<file path="src/rtl/alu_pkg.sv">
// Shared types for the bit-serial ALU: opcode and FSM state encodings plus the default operand width.
package alu_pkg;

   localparam int DEFAULT_WIDTH = 8;

   typedef enum logic [2:0] {
      OP_AND  = 3'd0,
      OP_OR   = 3'd1,
      OP_XOR  = 3'd2,
      OP_NOT  = 3'd3,
      OP_NAND = 3'd4,
      OP_NOR  = 3'd5,
      OP_ADD  = 3'd6,
      OP_SUB  = 3'd7
   } op_e;

   typedef enum logic [1:0] {
      IDLE = 2'd0,
      RUN  = 2'd1,
      DONE = 2'd2
   } state_e;

endpackage

</file>
<file path="src/rtl/alu_bit_slice.sv">
// Single combinational 1-bit ALU stage: logic ops from primitive cells plus a full adder.
// Subtraction inverts b here; the caller presets the incoming carry to 1 for the +1.
module alu_bit_slice
   import alu_pkg::*;
(
   input  logic a_bit,
   input  logic b_bit,
   input  logic cin,
   input  op_e  op,
   output logic r_bit,
   output logic cout_bit
);

   logic b_n;
   logic b_eff;
   logic and_r;
   logic or_r;
   logic xor_r;
   logic not_r;
   logic nand_r;
   logic nor_r;
   logic ab_x;
   logic sum;
   logic gen;
   logic prop_c;
   logic fa_cout;

   not_1  u_binv (.a(b_bit), .y(b_n));
   assign b_eff = (op == OP_SUB) ? b_n : b_bit;

   xor_2  u_fa_x1 (.a(a_bit), .b(b_eff), .y(ab_x));
   xor_2  u_fa_x2 (.a(ab_x),  .b(cin),   .y(sum));
   and_2  u_fa_g  (.a(a_bit), .b(b_eff), .y(gen));
   and_2  u_fa_p  (.a(ab_x),  .b(cin),   .y(prop_c));
   or_2   u_fa_c  (.a(gen),   .b(prop_c), .y(fa_cout));

   and_2  u_and  (.a(a_bit), .b(b_bit), .y(and_r));
   or_2   u_or   (.a(a_bit), .b(b_bit), .y(or_r));
   xor_2  u_xor  (.a(a_bit), .b(b_bit), .y(xor_r));
   not_1  u_not  (.a(a_bit), .y(not_r));
   nand_2 u_nand (.a(a_bit), .b(b_bit), .y(nand_r));
   nor_2  u_nor  (.a(a_bit), .b(b_bit), .y(nor_r));

   // Select the result bit for the opcode; carry only propagates for arithmetic ops
   always_comb begin
      r_bit    = 1'b0;
      cout_bit = 1'b0;
      case (op)
         OP_AND:  r_bit = and_r;
         OP_OR:   r_bit = or_r;
         OP_XOR:  r_bit = xor_r;
         OP_NOT:  r_bit = not_r;
         OP_NAND: r_bit = nand_r;
         OP_NOR:  r_bit = nor_r;
         OP_ADD, OP_SUB: begin
            r_bit    = sum;
            cout_bit = fa_cout;
         end
         default: r_bit = 1'b0;
      endcase
   end

endmodule

</file>
<file path="src/rtl/alu_cells.sv">
// Primitive logic cells shared across the lab designs; the ALU bit slice is built from these.
module and_2 (
   input  logic a,
   input  logic b,
   output logic y
);
   assign y = a & b;
endmodule

module or_2 (
   input  logic a,
   input  logic b,
   output logic y
);
   assign y = a | b;
endmodule

module xor_2 (
   input  logic a,
   input  logic b,
   output logic y
);
   assign y = a ^ b;
endmodule

module not_1 (
   input  logic a,
   output logic y
);
   assign y = ~a;
endmodule

module nand_2 (
   input  logic a,
   input  logic b,
   output logic y
);
   assign y = ~(a & b);
endmodule

module nor_2 (
   input  logic a,
   input  logic b,
   output logic y
);
   assign y = ~(a | b);
endmodule

</file>
<file path="src/rtl/bit_serial_alu.sv">
// Bit-serial ALU: captures operands on start, processes one bit per cycle LSB first,
// then presents y/cout/zero with a one-cycle done pulse.
module bit_serial_alu
   import alu_pkg::*;
#(
   parameter int WIDTH = DEFAULT_WIDTH
) (
   input  logic             clk,
   input  logic             rst,
   input  logic             start,
   input  logic [2:0]       op,
   input  logic [WIDTH-1:0] a,
   input  logic [WIDTH-1:0] b,
   output logic             busy,
   output logic             done,
   output logic [WIDTH-1:0] y,
   output logic             cout,
   output logic             zero
);

   localparam int CNT_W = $clog2(WIDTH + 1);

   state_e             state_q, state_d;
   op_e                op_q, op_d;
   logic [WIDTH-1:0]   a_sh_q, a_sh_d;
   logic [WIDTH-1:0]   b_sh_q, b_sh_d;
   logic [WIDTH-1:0]   r_sh_q, r_sh_d;
   logic [WIDTH-1:0]   y_q, y_d;
   logic [CNT_W-1:0]   cnt_q, cnt_d;
   logic               carry_q, carry_d;
   logic               cout_q, cout_d;
   logic               zero_q, zero_d;
   logic               busy_q, busy_d;
   logic               done_q, done_d;

   logic               r_bit;
   logic               cout_bit;
   logic [WIDTH-1:0]   result;

   alu_bit_slice u_slice (
      .a_bit    (a_sh_q[0]),
      .b_bit    (b_sh_q[0]),
      .cin      (carry_q),
      .op       (op_q),
      .r_bit    (r_bit),
      .cout_bit (cout_bit)
   );

   // The current slice bit enters at the MSB, so after WIDTH shifts bit 0 lands at the LSB
   assign result = {r_bit, r_sh_q[WIDTH-1:1]};

   // Next-state logic: accept start only when idle or done, otherwise run the serial datapath
   always_comb begin
      state_d = state_q;
      op_d    = op_q;
      a_sh_d  = a_sh_q;
      b_sh_d  = b_sh_q;
      r_sh_d  = r_sh_q;
      y_d     = y_q;
      cnt_d   = cnt_q;
      carry_d = carry_q;
      cout_d  = cout_q;
      zero_d  = zero_q;
      case (state_q)
         IDLE, DONE: begin
            state_d = IDLE;
            if (start) begin
               op_d    = op_e'(op);
               a_sh_d  = a;
               b_sh_d  = b;
               r_sh_d  = '0;
               cnt_d   = '0;
               carry_d = (op_e'(op) == OP_SUB);
               state_d = RUN;
            end
         end
         RUN: begin
            a_sh_d  = a_sh_q >> 1;
            b_sh_d  = b_sh_q >> 1;
            r_sh_d  = result;
            carry_d = cout_bit;
            cnt_d   = cnt_q + 1'b1;
            if (cnt_q == CNT_W'(WIDTH - 1)) begin
               state_d = DONE;
               y_d     = result;
               cout_d  = cout_bit;
               zero_d  = (result == '0);
            end
         end
         default: state_d = IDLE;
      endcase
      busy_d = (state_d == RUN);
      done_d = (state_d == DONE);
   end

   // State and datapath registers; reset wins over every transition
   always_ff @(posedge clk) begin
      if (rst) begin
         state_q <= IDLE;
         op_q    <= OP_AND;
         a_sh_q  <= '0;
         b_sh_q  <= '0;
         r_sh_q  <= '0;
         y_q     <= '0;
         cnt_q   <= '0;
         carry_q <= 1'b0;
         cout_q  <= 1'b0;
         zero_q  <= 1'b0;
         busy_q  <= 1'b0;
         done_q  <= 1'b0;
      end else begin
         state_q <= state_d;
         op_q    <= op_d;
         a_sh_q  <= a_sh_d;
         b_sh_q  <= b_sh_d;
         r_sh_q  <= r_sh_d;
         y_q     <= y_d;
         cnt_q   <= cnt_d;
         carry_q <= carry_d;
         cout_q  <= cout_d;
         zero_q  <= zero_d;
         busy_q  <= busy_d;
         done_q  <= done_d;
      end
   end

   assign busy = busy_q;
   assign done = done_q;
   assign y    = y_q;
   assign cout = cout_q;
   assign zero = zero_q;

endmodule

</file>
<file path="config.mk">
export PLATFORM = sky130hd
export DESIGN_NAME = bit_serial_alu
export DESIGN_NICKNAME = d
export VERILOG_FILES = /design/src/rtl/alu_pkg.sv /design/src/rtl/alu_bit_slice.sv /design/src/rtl/alu_cells.sv /design/src/rtl/bit_serial_alu.sv
export SDC_FILE = /design/constraint.sdc
export NUM_CORES = 1
export LEC_CHECK = 0
export ABC_CLOCK_PERIOD_IN_PS = 2370
export BUFFER_PORTS_ARGS = -buffer_cell sky130_fd_sc_hd__buf_2
export CAP_MARGIN = 40
export CORE_MARGIN = 10
export CORE_UTILIZATION = 57
export CTS_BUF_LIST = sky130_fd_sc_hd__clkbuf_8
export DETAILED_ROUTE_END_ITERATION = 6
export PLACE_DENSITY = 0.9
export SLEW_MARGIN = 0
export SYNTH_ARGS = -nofsm -noshare
export SYNTH_HDL_FRONTEND = slang
export SYNTH_HIERARCHICAL = 1
export SYNTH_SLANG_ARGS = --single-unit
</file>
<file path="constraint.sdc">
create_clock -name clk -period 2.37 [get_ports clk]
set_clock_uncertainty 0.15 [all_clocks]
set_input_delay 0.1185 -clock clk [delete_from_list [all_inputs] [get_ports clk]]
set_output_delay 0.1185 -clock clk [all_outputs]
set_load 0.02 [all_outputs]
</file>
After elaboration in Yosys (flattened, before gate mapping) --
Cells that the tools add are included. Widths: inputs -> output; s select.
Storage, ports and cells: memories kept 0, register bits 46, ROM bits 0, input bits 22, bits in writable memories 0, output and inout bits 12, latch bits 0, word-level logic and storage cells 64
Cells by class: eq/ne operators 14, bitwise logic cells 12, mux-type cells 16, shifts and indexed selects 0, magnitude comparators 0, add/sub/neg operators 1, multiply operators 0, reductions and logical operators 9, div/mod/pow operators 0
Operators with widths (number):
- $pmux 8 s2 | 3
- $mux 8 | 3
- $eq 3x3->1 const B | 5
- $logic_not 8->1 | 1
- $pmux 4 s2 | 1
- $pmux 1 s7 | 1
- $eq 3x2->1 const B | 2
- $reduce_and 2->1 | 3
- $add 4x1->4 const B | 1
- $eq 2x1->1 const B | 2
- $eq 2x2->1 const B | 2
- $eq 4x3->1 const B | 1
- $mux 1 | 4
- $mux 4 | 1
- $not 1->1 | 4
- $pmux 2 s2 | 1
- $reduce_or 2->1 | 2
- $and 1x1->1 | 3
- $eq 3x1->1 const B | 1
- $logic_not 3->1 | 1
- $xor 1x1->1 | 3
- $logic_not 2->1 | 1
- $mux 2 | 1
- $ne 2x2->1 const B | 1
- other kinds (3) | 4

Logic depth before layout (Yosys ltp) --
Gate-level depths: netlist of the first run.
depth after elaboration 7, gate-level depth with buffers 10, gate-level depth less buffers 10

By module --
The synthesis of the first run kept the hierarchy.
Modules (own cells, without submodules):
- bit_serial_alu | cells an instance 204, sequential area each 900.9 µm², instances 1, area an instance 1845.5 µm²
- alu_bit_slice | cells an instance 8, sequential area each 0.0 µm², instances 1, area an instance 75.1 µm²
- xor_2 | cells an instance 1, sequential area each 0.0 µm², instances 3, area an instance 8.8 µm²
- and_2 | cells an instance 1, sequential area each 0.0 µm², instances 3, area an instance 6.3 µm²
- or_2 | cells an instance 1, sequential area each 0.0 µm², instances 2, area an instance 6.3 µm²
- not_1 | cells an instance 1, sequential area each 0.0 µm², instances 2, area an instance 3.8 µm²
- nand_2 | cells an instance 1, sequential area each 0.0 µm², instances 1, area an instance 3.8 µm²
- nor_2 | cells an instance 1, sequential area each 0.0 µm², instances 1, area an instance 3.8 µm²

Worst setup path before layout of the first run --
No wires, ideal clock.
path type flip-flop to flip-flop, start register op_q[0], end register zero_q (netlist: zero), arrival 1.742 ns, library setup time 0.072 ns, path buffers 0, period minus slack after synthesis 1.963 ns, setup slack 0.407 ns, data required time 2.148 ns, stages on the path, launching flop included 11, cells stage by stage dfxtp_1 -> nand3_1 -> mux2_2 -> xor2_1 -> xor2_1 -> nand2_1 -> o21ai_0 -> mux2_2 -> nor2_1 -> nand3_1 -> mux2i_1
Between the ends: longest elaborated chain between the ends 6, elaborated cells between the ends (all ways) 14, those cells by class eq/ne: 7; mux: 2; bitwise: 2; reduce/logical: 3
RTL lines:
- start: declaration | line bit_serial_alu.sv:24 | op_e op_q, op_d;
- start signal: assignment | line bit_serial_alu.sv:113 | op_q <= op_d;
- $eq 3x3->1 | line alu_bit_slice.sv:29 | assign b_eff = (op == OP_SUB) ? b_n : b_bit;
- $mux 1 | line alu_bit_slice.sv:29
- net u_slice.b_eff | line alu_bit_slice.sv:15 | logic b_eff;
- $xor 1x1->1 | line alu_cells.sv:23 | assign y = a ^ b;
- net u_slice.ab_x | line alu_bit_slice.sv:22 | logic ab_x;
- $xor 1x1->1 | line alu_cells.sv:23
- net u_slice.sum | line alu_bit_slice.sv:23 | logic sum;
- $pmux 1 s7 | line alu_bit_slice.sv:48 | case (op)
- net r_bit | line bit_serial_alu.sv:36 | logic r_bit;
- $logic_not 8->1 | line bit_serial_alu.sv:87 | zero_d = (result == '0);
- end signal: assignment | line bit_serial_alu.sv:121 | zero_q <= zero_d;
- end: declaration | line bit_serial_alu.sv:32 | logic zero_q, zero_d;
The timed path passes the listed nets, and every way through them passes these cells. A chain may end at the register's enable or synchronous reset.

Final worst setup path of the first run --
start register b_sh_q[0], end register zero_q (netlist: zero)
Between the ends: longest elaborated chain between the ends 6, elaborated cells between the ends (all ways) 11, those cells by class mux: 2; bitwise: 8; reduce/logical: 1
RTL lines:
- start: declaration | line bit_serial_alu.sv:26 | logic [WIDTH-1:0] b_sh_q, b_sh_d;
- start signal: assignment | line bit_serial_alu.sv:115 | b_sh_q <= b_sh_d;
- $not 1->1 | line alu_cells.sv:30 | assign y = ~a;
- net u_slice.b_n | line alu_bit_slice.sv:14 | logic b_n;
- $mux 1 | line alu_bit_slice.sv:29
- net u_slice.b_eff | line alu_bit_slice.sv:15
- $xor 1x1->1 | line alu_cells.sv:23
- net u_slice.ab_x | line alu_bit_slice.sv:22
- $xor 1x1->1 | line alu_cells.sv:23
- net u_slice.sum | line alu_bit_slice.sv:23
- $pmux 1 s7 | line alu_bit_slice.sv:48
- net r_bit | line bit_serial_alu.sv:36
- $logic_not 8->1 | line bit_serial_alu.sv:87
The timed path passes the listed nets, and every way through them passes these cells.

==> results.py, run 1 <==
metrics = {
    "synthesis": {
        "yosysTopAreaCell": "dfxtp_1",
        "synth_edf_count": 0,
        "synth_common_cells": "dfxtp_1, a21oi_1, nand3_1",
        "yosysMostFrequentCell": "dfxtp_1",
        "synth_seq_cells": 45,
        "synth_cell_types": 32,
        "synth_area_leaders": "dfxtp_1, a21oi_1, nand3_1",
        "ys_warn_count": 6,
        "synth_top_area_share": 0.452,
        "synthCells": 224,
        "synth.cell_area_um2": 1990,
        "ys_seq_area_frac": 0.452,
        "avgSynthCellArea_um2": 8.90,
        "async_flop_share": 0,
        "syn-num-nets": 247,
        "ys.flop_type": "dfxtp_1",
    },
    "placement": {
        "port_buffers": 33,
        "hpwl_um": 2850,
        "post-place-ws_ns": 0.248,
        "place.gp.congestion": 0.892,
    },
    "global_route": {
        "grt_pass1_wl_um": 7940,
        "grt_max_degree": 32,
        "grt_pass1_vias": 1723,
        "grt_overflow_total": 0,
        "grt_antenna_before_repair": 0,
        "grt_usage": 0.157,
    },
    "clocking": {
        "cts_buffer_depth": 2,
        "h-tree-depth": 2,
        "root_buffer": "clkbuf_8",
        "cts_tree": "built",
        "path_clk_slew_ns": 0.08,
        "cts.sinks": 45,
        "ctsResizeCount": 0,
        "cts_hold_buffers": 19,
        "cts_made_buffers": 5,
        "worstSkewPairLatency_ns": 0.30,
        "post_cts_buffers": 0,
    },
    "final_layout": {
        "seq_area_um2": 901,
        "area_growth_pct": 22.1,
        "multiInputGateArea_um2": 985,
        "layout.nets": 294,
        "diodes": 0,
        "nFillCells": 276,
        "drive_gt1_frac": 0.191,
    },
    "timing": {
        "tns_ns": 0,
        "timing_hold_violations_final": 0,
        "fin_ws_ns": 0.231,
        "drv_slew": 0,
        "finalCritPeriodShare": 0.902,
        "period_needed_ns": 2.14,
        "timing.fmax_ghz": 0.468,
        "rsz0062_at_grt": "false",
        "fin_hold_ws_ns": 0.0875,
        "slew_headroom": 0.714,
        "worst_slew_pin_slew_ns": 0.429,
        "finalSetupViolCount": 0,
    },
    "detailed_routing": {
        "vias_per_cell": 5.53,
        "dr.pass1.iters": 4,
        "drc_errors": 0,
        "vias": 1758,
        "wl_per_cell_um": 14.8,
        "drt_wl_total_um": 4720,
        "drt-initial-drc-count": 130,
        "ant_nets": 0,
    },
    "setup_path": {
        "arrival_ns": 2.22,
        "worstSetupStartpointType": "register",
        "critPathMaxFanout": 8,
        "path_buf_inv": 1,
        "critPathMaxStageDelay_ns": 0.46,
        "path_class": "reg2reg",
        "critPathSlowestCell": "dfxtp_1",
        "crit_path_start": "b_sh_q[0]$_SDFFE_PP0P_",
        "r2r-start": "b_sh_q[0]$_SDFFE_PP0P_",
        "cp_data_required_time_ns": 2.45,
        "critPathCaptureType": "register",
        "r2r_slack_ns": 0.23,
        "cp_top_family": "multiplexers",
        "path_cells": "inv_1, mux2_2, xor2_1, xor2_1, nand2_1, o21ai_0, mux2_2, nor2_1, nand3_1, mux2i_1",
    },
    "floorplanning": {
        "die_area_um2": 6260,
        "ios": 34,
        "rows": 21,
        "die_w_um": 79.1,
        "initial_core_util": 0.593,
        "core_um2": 3360,
        "fp.dieH_um": 79.1,
    },
    "flow_run": {
        "max_cap_viol_count": 0,
    },
    "worst_hold_path": {
        "holdCritStartpoint": "rst",
        "hold_path_class": "in2reg",
    },
    "power_and_ir_drop": {
        "p_per_area_nw_per_um2": 595,
        "peakVddDrop_mv": 0.419,
        "leakage_nw": 0.962,
    },
    "run_status": {
        "outcome": "finished clean",
    },
}
## metal layers
metal  vias up  GRT usage  part of all wire  wire (µm)
met4         0      0.102             0.041        193
met3        21     0.0586             0.075        356
met5         -          0                 0          0
met2        58      0.268              0.48       2250
met1       802      0.157              0.41       1920
li1        877          -                 -          -
## state kept, by name (all words and copies together), names as in the netlist
| name | flops |
|---|---|
| y | 8 |
| a_sh_q | 8 |
| carry_q | 1 |
| op_q | 3 |
| state_q | 2 |
| busy | 1 |
| r_sh_q | 7 |
| zero | 1 |
| done | 1 |
| b_sh_q | 8 |
| cout | 1 |
| cnt_q | 4 |
## cells by family (layout without fill, tap and decap cells)
| kind of cell | count (synthesis) | count (layout) | synth area share |
|---|---|---|---|
| and+or+nand+nor | 90 | 90 | 0.237 |
| AOI/OAI and AO/OA | 49 | 49 | 0.146 |
| DFF | 45 | 45 | 0.452 |
| buffers and inverters | 20 | 68 | 0.0540 |
| muxes | 16 | 16 | 0.0910 |
| xor gates and xnor gates | 3 | 3 | 0.0132 |
| adders and majority gates | 1 | 1 | 0.00628 |
## placed cells by master, fill, tap and decap left out
master	count
and2b_1	1
clkinv_2	2
and3_1	1
mux2_4	1
a211oi_2	1
buf_4	6
nor3b_1	1
a31oi_1	1
inv_1	3
mux2_1	1
or2_1	2
and3_4	1
nor3_1	1
nor2b_1	2
a21o_1	1
dlygate4sd3_1	19
nand3_1	29
nor4_1	1
xor2_1	3
mux2_2	2
nand2_1	19
nand4_1	2
a21oi_1	31
ha_1	1
mux2i_1	11
and2_1	3
mux4_2	1
o21ai_0	1
dfxtp_1	45
a22oi_1	14
nor2_1	5
clkbuf_8	5
buf_2	33
nand2b_1	22
## metrics by stage
stage	cell area (µm²)	std cells	utilization	total power, W
2_1_floorplan	1990	224	-	0.000942
3_3_place_gp	2160	291	0.642	0.000980
3_5_place_dp	2160	291	0.642	0.000985
4_1_cts	2430	318	0.724	0.00145
5_1_grt	2430	318	0.724	0.00150
6_report	2430	318	0.724	0.00145
## layout make-up
type	instances	area share
Tap cell	46	0.0237
Timing Repair Buffer	58	0.165
Clock inverter	3	0.00566
Inverter	2	0.00308
Multi-Input combinational cell	159	0.405
Clock buffer	5	0.0283
Sequential cell	45	0.370
## power by group
group          internal, W  switching [W]  leakage [nW]
sequential        0.000783      0.0000217         0.366
combinational    0.0000895       0.000103         0.547
clock             0.000200       0.000250        0.0491
total              0.00107       0.000375         0.962
## final timing paths
check / endpoint / cells after the start
min reg2reg: y[0]$_SDFFE_PP0P_ / 2
max: zero$_SDFFE_PP0P_ / 10
max reg2reg: zero$_SDFFE_PP0P_ / 10
min: state_q[1]$_SDFF_PP0_ / 2
Note: power is estimated with default switching activity, not from simulation.
==> run 2, diff against run 1 <==
--- a/config.mk
+++ b/config.mk
@@ -5,14 +5,15 @@
 export SDC_FILE = /design/constraint.sdc
 export NUM_CORES = 1
 export LEC_CHECK = 0
+export ABC_AREA = 1
 export ABC_CLOCK_PERIOD_IN_PS = 2370
 export BUFFER_PORTS_ARGS = -buffer_cell sky130_fd_sc_hd__buf_2
 export CAP_MARGIN = 40
 export CORE_MARGIN = 10
-export CORE_UTILIZATION = 57
+export CORE_UTILIZATION = 59
 export CTS_BUF_LIST = sky130_fd_sc_hd__clkbuf_8
 export DETAILED_ROUTE_END_ITERATION = 6
-export PLACE_DENSITY = 0.9
+export PLACE_DENSITY = 0.91
 export SLEW_MARGIN = 0
 export SYNTH_ARGS = -nofsm -noshare
 export SYNTH_HDL_FRONTEND = slang
==> run 2 against run 1 <==
Net effect: sequential share of layout area decreased by 2.0 points; worst setup slack better by 0.089 ns; via count increased by 19%; combinational power grew 11%; critical path depth rose by 8; sequential power rose by 1%; global-route usage decreased by 0.074 points; synthesized cell count up 44%; maximum frequency rose by 4.3%; sequential cell count is the same; total power is 18% higher.
==> results.py, run 2 <==
metrics = {
    "power_and_ir_drop": {
        "peakVddDrop_mv": 0.525,
        "p_per_area_nw_per_um2": 664,
        "leakage_nw": 1.24,
    },
    "worst_hold_path": {
        "hold_path_class": "in2reg",
        "holdCritStartpoint": "b[5]",
    },
    "setup_path": {
        "worstSetupStartpointType": "register",
        "arrival_ns": 2.15,
        "r2r-start": "op_q[0]$_SDFFE_PP0P_",
        "cp_data_required_time_ns": 2.47,
        "critPathCaptureType": "register",
        "critPathMaxFanout": 6,
        "path_class": "reg2reg",
        "crit_path_start": "op_q[0]$_SDFFE_PP0P_",
    },
    "detailed_routing": {
        "vias_per_cell": 5.19,
        "drc_errors": 0,
        "drt-initial-drc-count": 139,
        "ant_nets": 0,
        "drt_wl_total_um": 4880,
        "dr.pass1.iters": 4,
        "wl_per_cell_um": 12.1,
        "vias": 2092,
    },
    "timing": {
        "timing_hold_violations_final": 0,
        "drv_slew": 0,
        "timing.fmax_ghz": 0.488,
        "rsz0062_at_grt": "false",
        "tns_ns": 0,
        "fin_hold_ws_ns": 0.00678,
        "slew_headroom": 0.741,
        "period_needed_ns": 2.05,
        "worst_slew_pin_slew_ns": 0.389,
        "finalSetupViolCount": 0,
        "finalCritPeriodShare": 0.865,
    },
    "floorplanning": {
        "fp.dieH_um": 81.8,
        "ios": 34,
        "initial_core_util": 0.611,
        "die_area_um2": 6690,
        "die_w_um": 81.8,
        "core_um2": 3690,
        "rows": 22,
    },
    "synthesis": {
        "synth-simple-area-share": 0.373,
        "ys_seq_area_frac": 0.400,
        "ys.flop_type": "dfxtp_1",
        "syn-num-nets": 345,
        "synth_cell_types": 24,
        "synth_area_leaders": "dfxtp_1, nand2_1, nand3_1",
        "synth.cell_area_um2": 2250,
        "synth_edf_count": 0,
        "synth_top_area_share": 0.400,
        "ys_warn_count": 6,
        "synth_common_cells": "nand2_1, nand3_1, dfxtp_1",
        "synthCells": 322,
        "synth_adder_area_share": 0.00555,
        "yosysMostFrequentCell": "nand2_1",
        "yosysTopAreaCell": "dfxtp_1",
        "async_flop_share": 0,
        "synth_top_family_by_area": "simple AND/OR/NAND/NOR gates",
        "synth_seq_cells": 45,
        "synth-xor-area-share": 0,
        "avgSynthCellArea_um2": 7.00,
        "synth_compound_area_frac": 0.0966,
        "synthMuxAreaShare": 0,
    },
    "clocking": {
        "root_buffer": "clkbuf_8",
        "cts_buffer_depth": 2,
        "cts.sinks": 45,
        "post_cts_buffers": 0,
        "h-tree-depth": 2,
        "cts_tree": "built",
        "path_clk_slew_ns": 0.09,
        "worstSkewPairLatency_ns": 0.30,
        "cts_made_buffers": 5,
    },
    "global_route": {
        "grt_antenna_before_repair": 0,
        "grt_usage": 0.156,
        "grtUsageMet1": 0.191,
        "grt_max_degree": 27,
        "grt_pass1_vias": 1989,
        "grt_overflow_total": 0,
        "use_met3": 0.0415,
        "grtUsageMet2": 0.259,
        "busiest_layer": "met2",
        "grt_pass1_wl_um": 8540,
    },
    "placement": {
        "hpwl_um": 3240,
        "port_buffers": 33,
        "place.gp.congestion": 0.909,
    },
    "final_layout": {
        "mostFrequentLayoutCells": "nand2_1, nand3_1, dfxtp_1",
        "area_growth_pct": 14.1,
        "nFillCells": 316,
        "diodes": 0,
        "drive_gt1_frac": 0.220,
        "layout.nets": 377,
        "final_common_cell": "nand2_1",
    },
    "run_status": {
        "outcome": "finished clean",
    },
    "flow_run": {
        "max_cap_viol_count": 0,
    },
}
run 2: cell types whose count changed after synthesis, sizes merged, moves of 3 or more:
cell / delta
nand2: +80
inv: +42
nand3: +28
nand2b: -22
nor2: +19
a22oi: -14
mux2i: -11
o21ai: +5
mux2: -4
and2: -3
xor2: -3
run 2: report_power, final:
part,switching (W),internal (W)
clock network,0.000262,0.000419
logic,0.000135,0.0000777
registers,0.0000286,0.000786
run 2: stage by stage:
step           cell area [µm²]  utilization  instances  power, W  worst slack, ns
2_1_floorplan             2250            -        322  0.000996            0.500
3_3_place_gp              2380        0.646        390   0.00103            0.390
3_5_place_dp              2380        0.646        390   0.00103            0.237
4_1_cts                   2570        0.696        403   0.00171            0.214
5_1_grt                   2570        0.697        403   0.00178           0.0207
6_report                  2570        0.697        403   0.00171            0.320
run 2: path summary, 6_finish.rpt:
check | cells after the start | endpoint | slack [ns]
worst min register to register | 2 | y[5]$_SDFFE_PP0P_ | 0.32
worst max-delay path | 18 | zero$_SDFFE_PP0P_ | 0.32
worst max register to register | 18 | zero$_SDFFE_PP0P_ | 0.32
worst min-delay path | 5 | b_sh_q[5]$_SDFFE_PP0P_ | 0.007
run 2: routing by layer:
metal | vias up | wire, µm
li1 | 1071 | -
met4 | 0 | 76
met1 | 958 | 2280
met2 | 54 | 2270
met5 | - | 0
met3 | 9 | 248
run 2: critical path, cell delays in order, from the launching register on:
cell	delay, ns
dfxtp_1	0.43
nand3_1	0.15
nand2_1	0.10
o21ai_2	0.07
inv_1	0.05
nand2_1	0.04
nand2_1	0.11
inv_1	0.05
nand2_1	0.05
nand2_1	0.05
a21oi_1	0.15
nand2_1	0.07
nand2_1	0.06
inv_1	0.05
nor2_1	0.08
nand2_1	0.05
nor2_1	0.14
nor2_2	0.05
nor2_1	0.09
run 2: what timing repair did:
action / in CTS / in global routing
endpoints found under the hold margin: 5 / 0
hold buffers: 5 / 0
gates resized for setup: 0 / 2
endpoints found under the setup margin: 0 / 1
run 2: area by class of cell:
cell class | instances | area (µm²) | share of cell area
clock buffer | 5 | 68.8 | 0.0268
clock inverter | 3 | 65.1 | 0.0253
multi-input combinational | 217 | 1070 | 0.418
sequential | 45 | 901 | 0.350
timing repair buffer | 40 | 230 | 0.0895
tap | 48 | 60.1 | 0.0234
inverter | 45 | 173 | 0.0672
run 2: logic make-up after synthesis:
group / after synthesis
buffers and inverters: 60
AO/OA/AOI/OAI: 36
adder cells (fa/ha/maj): 1
AND/OR/NAND/NOR: 180
flip-flops: 45
==> run 3, diff against run 2 <==
--- a/config.mk
+++ b/config.mk
@@ -9,6 +9,7 @@
 export ABC_CLOCK_PERIOD_IN_PS = 2370
 export BUFFER_PORTS_ARGS = -buffer_cell sky130_fd_sc_hd__buf_2
 export CAP_MARGIN = 40
+export CORE_ASPECT_RATIO = 0.5
 export CORE_MARGIN = 10
 export CORE_UTILIZATION = 59
 export CTS_BUF_LIST = sky130_fd_sc_hd__clkbuf_8
==> run 3 against run 2 <==
Net effect: critical path depth is 2 lower; total power is 12% lower; clock power is 32% lower; largest power group unchanged; combinational power is 3% higher.
==> results.py, run 3 (synthesis gave the netlist of run 2 again) <==
metrics = {
    "detailed_routing": {
        "ant_nets": 0,
        "dr.pass1.iters": 4,
        "wl_per_cell_um": 13.1,
        "drc_errors": 0,
        "drt-initial-drc-count": 127,
        "drt_wl_total_um": 5310,
        "vias": 2135,
        "vias_per_cell": 5.26,
    },
    "timing": {
        "rsz0062_at_grt": "false",
        "worst_slew_pin_slew_ns": 0.377,
        "tns_ns": 0,
        "period_needed_ns": 2.12,
        "finalCritPeriodShare": 0.893,
        "drv_slew": 0,
        "slew_headroom": 0.749,
        "finalSetupViolCount": 0,
        "timing_hold_violations_final": 0,
        "timing.fmax_ghz": 0.472,
    },
    "final_layout": {
        "final_common_cell": "nand2_1",
        "mostFrequentLayoutCells": "nand2_1, nand3_1, dfxtp_1",
        "drive_gt1_frac": 0.218,
        "nFillCells": 302,
        "fin_util": 0.709,
        "layout.nets": 376,
        "area_growth_pct": 11.7,
    },
    "floorplanning": {
        "die_area_um2": 6840,
        "core_um2": 3550,
        "die_w_um": 107,
        "fp.dieH_um": 63.7,
        "initial_core_util": 0.635,
        "rows": 15,
        "ios": 34,
    },
    "setup_path": {
        "cp_top_family": "simple AND/OR/NAND/NOR gates",
        "worstRegToRegCells": 16,
        "cp_data_required_time_ns": 2.47,
        "path_cells": "nand3_1, o21ai_1, nand2_1, nand2_1, inv_1, nand2_1, nand2_1, a21oi_1, nand2_1, nand2_1, inv_1, nor2_1, nand2_1, nor2_1, nor2_2, nor2_1",
        "path_class": "reg2reg",
        "critPathSlowestCell": "dfxtp_1",
        "critPathCaptureType": "register",
        "cpMostUsedCell": "nand2_1",
        "critPathMaxFanout": 6,
        "path_buf_inv": 2,
        "r2r_end": "zero$_SDFFE_PP0P_",
        "critPathMaxStageDelay_ns": 0.45,
        "r2r_slack_ns": 0.25,
        "arrival_ns": 2.21,
        "worstSetupStartpointType": "register",
        "r2r-start": "op_q[0]$_SDFFE_PP0P_",
    },
    "clocking": {
        "path_clk_slew_ns": 0.09,
        "cts.sinks": 45,
        "worstSkewPairLatency_ns": 0.30,
        "cts_tree": "built",
        "cts_buffer_depth": 2,
        "h-tree-depth": 2,
        "post_cts_buffers": 0,
        "root_buffer": "clkbuf_8",
        "cts_made_buffers": 5,
    },
    "global_route": {
        "grt_pass1_wl_um": 8760,
        "grt_antenna_before_repair": 1,
        "grt_usage": 0.153,
        "grt_overflow_total": 0,
        "grt_pass1_vias": 1976,
        "grt_max_degree": 24,
    },
    "worst_hold_path": {
        "whs_path_depth": 5,
        "holdCritStartpoint": "a[4]",
        "hold_end": "a_sh_q[4]$_SDFFE_PP0P_",
        "hold_path_class": "in2reg",
    },
    "power_and_ir_drop": {
        "leakage_nw": 1.21,
        "p_per_area_nw_per_um2": 595,
        "total_power_w": 0.00150,
        "peakVddDrop_mv": 0.329,
    },
    "flow_run": {
        "max_cap_viol_count": 0,
    },
    "placement": {
        "place.gp.congestion": 0.868,
        "port_buffers": 33,
        "hpwl_um": 3520,
    },
    "run_status": {
        "outcome": "finished clean",
    },
}
==> run 3: cell count changes in the layout (fill, tap and decap cells not counted), sizes merged <==
cell	previous run	this run
bufinv	2	0
clkinv	2	3
clkinvlp	0	1
diode	0	1
dlygate4sd3	5	4
==> run 3: tightest hold or removal path, cell delays in order <==
cell and delay [ns]:
buf_2 0.09, nand3_1 0.07, nand2_1 0.05, inv_1 0.04
a21oi_1 0.04
==> run 3: metrics by stage <==
| step | cell area (µm²) | setup WS (ns) | instances | hold slack [ns] |
|---|---|---|---|---|
| floorplan | 2250 | 0.500 | 322 | 0.128 |
| global placement | 2390 | 0.386 | 393 | 0.234 |
| detailed placement | 2390 | 0.243 | 393 | 0.245 |
| CTS | 2510 | 0.214 | 405 | 0.00197 |
| global route | 2520 | 0.0502 | 406 | 0.0265 |
| finish | 2520 | 0.254 | 406 | 0.0112 |
==> run 3: what timing repair did <==
| action | 4_1_cts | 5_1_grt |
|---|---|---|
| resized for setup | 0 | 1 |
| hold endpoints to repair | 4 | 0 |
| hold buffers | 4 | 0 |
| setup endpoints to repair | 0 | 1 |
==> run 3: worst max-delay path by stage <==
| stage | endpoint | cells past startpoint | slack (ns) | startpoint |
|---|---|---|---|---|
| CTS | zero$_SDFFE_PP0P_ | 16 | 0.21 | op_q[0]$_SDFFE_PP0P_ |
| detailed placement | zero$_SDFFE_PP0P_ | 16 | 0.24 | op_q[0]$_SDFFE_PP0P_ |
| finish | zero$_SDFFE_PP0P_ | 16 | 0.25 | op_q[0]$_SDFFE_PP0P_ |
| global route | zero$_SDFFE_PP0P_ | 16 | 0.05 | op_q[0]$_SDFFE_PP0P_ |
| floorplan | zero$_SDFFE_PP0P_ | 16 | 0.50 | op_q[0]$_SDFFE_PP0P_ |
| global placement | zero$_SDFFE_PP0P_ | 16 | 0.39 | op_q[0]$_SDFFE_PP0P_ |
==> run 3: layout make-up <==
type / count / area, µm² / share of cell area
antenna: 1 / 2.50 / 0.000995
clock buffer: 5 / 68.8 / 0.0273
clock inverter: 3 / 17.5 / 0.00696
inverter: 45 / 173 / 0.0686
multi-input combinational: 217 / 1070 / 0.425
sequential: 45 / 901 / 0.358
tap: 51 / 63.8 / 0.0254
timing repair buffer: 39 / 220 / 0.0875
==> run 3: where the power goes <==
part	switching, W	internal (W)
clock network	0.000260	0.000204
logic	0.000143	0.0000765
registers	0.0000288	0.000786
==> run 3: metal layers <==
layer	GRT usage	wire length [µm]	vias up
met5	0	0	-
met4	0.103	215	0
met3	0.0517	422	25
met2	0.244	2480	83
met1	0.172	2200	958
li1	-	-	1069
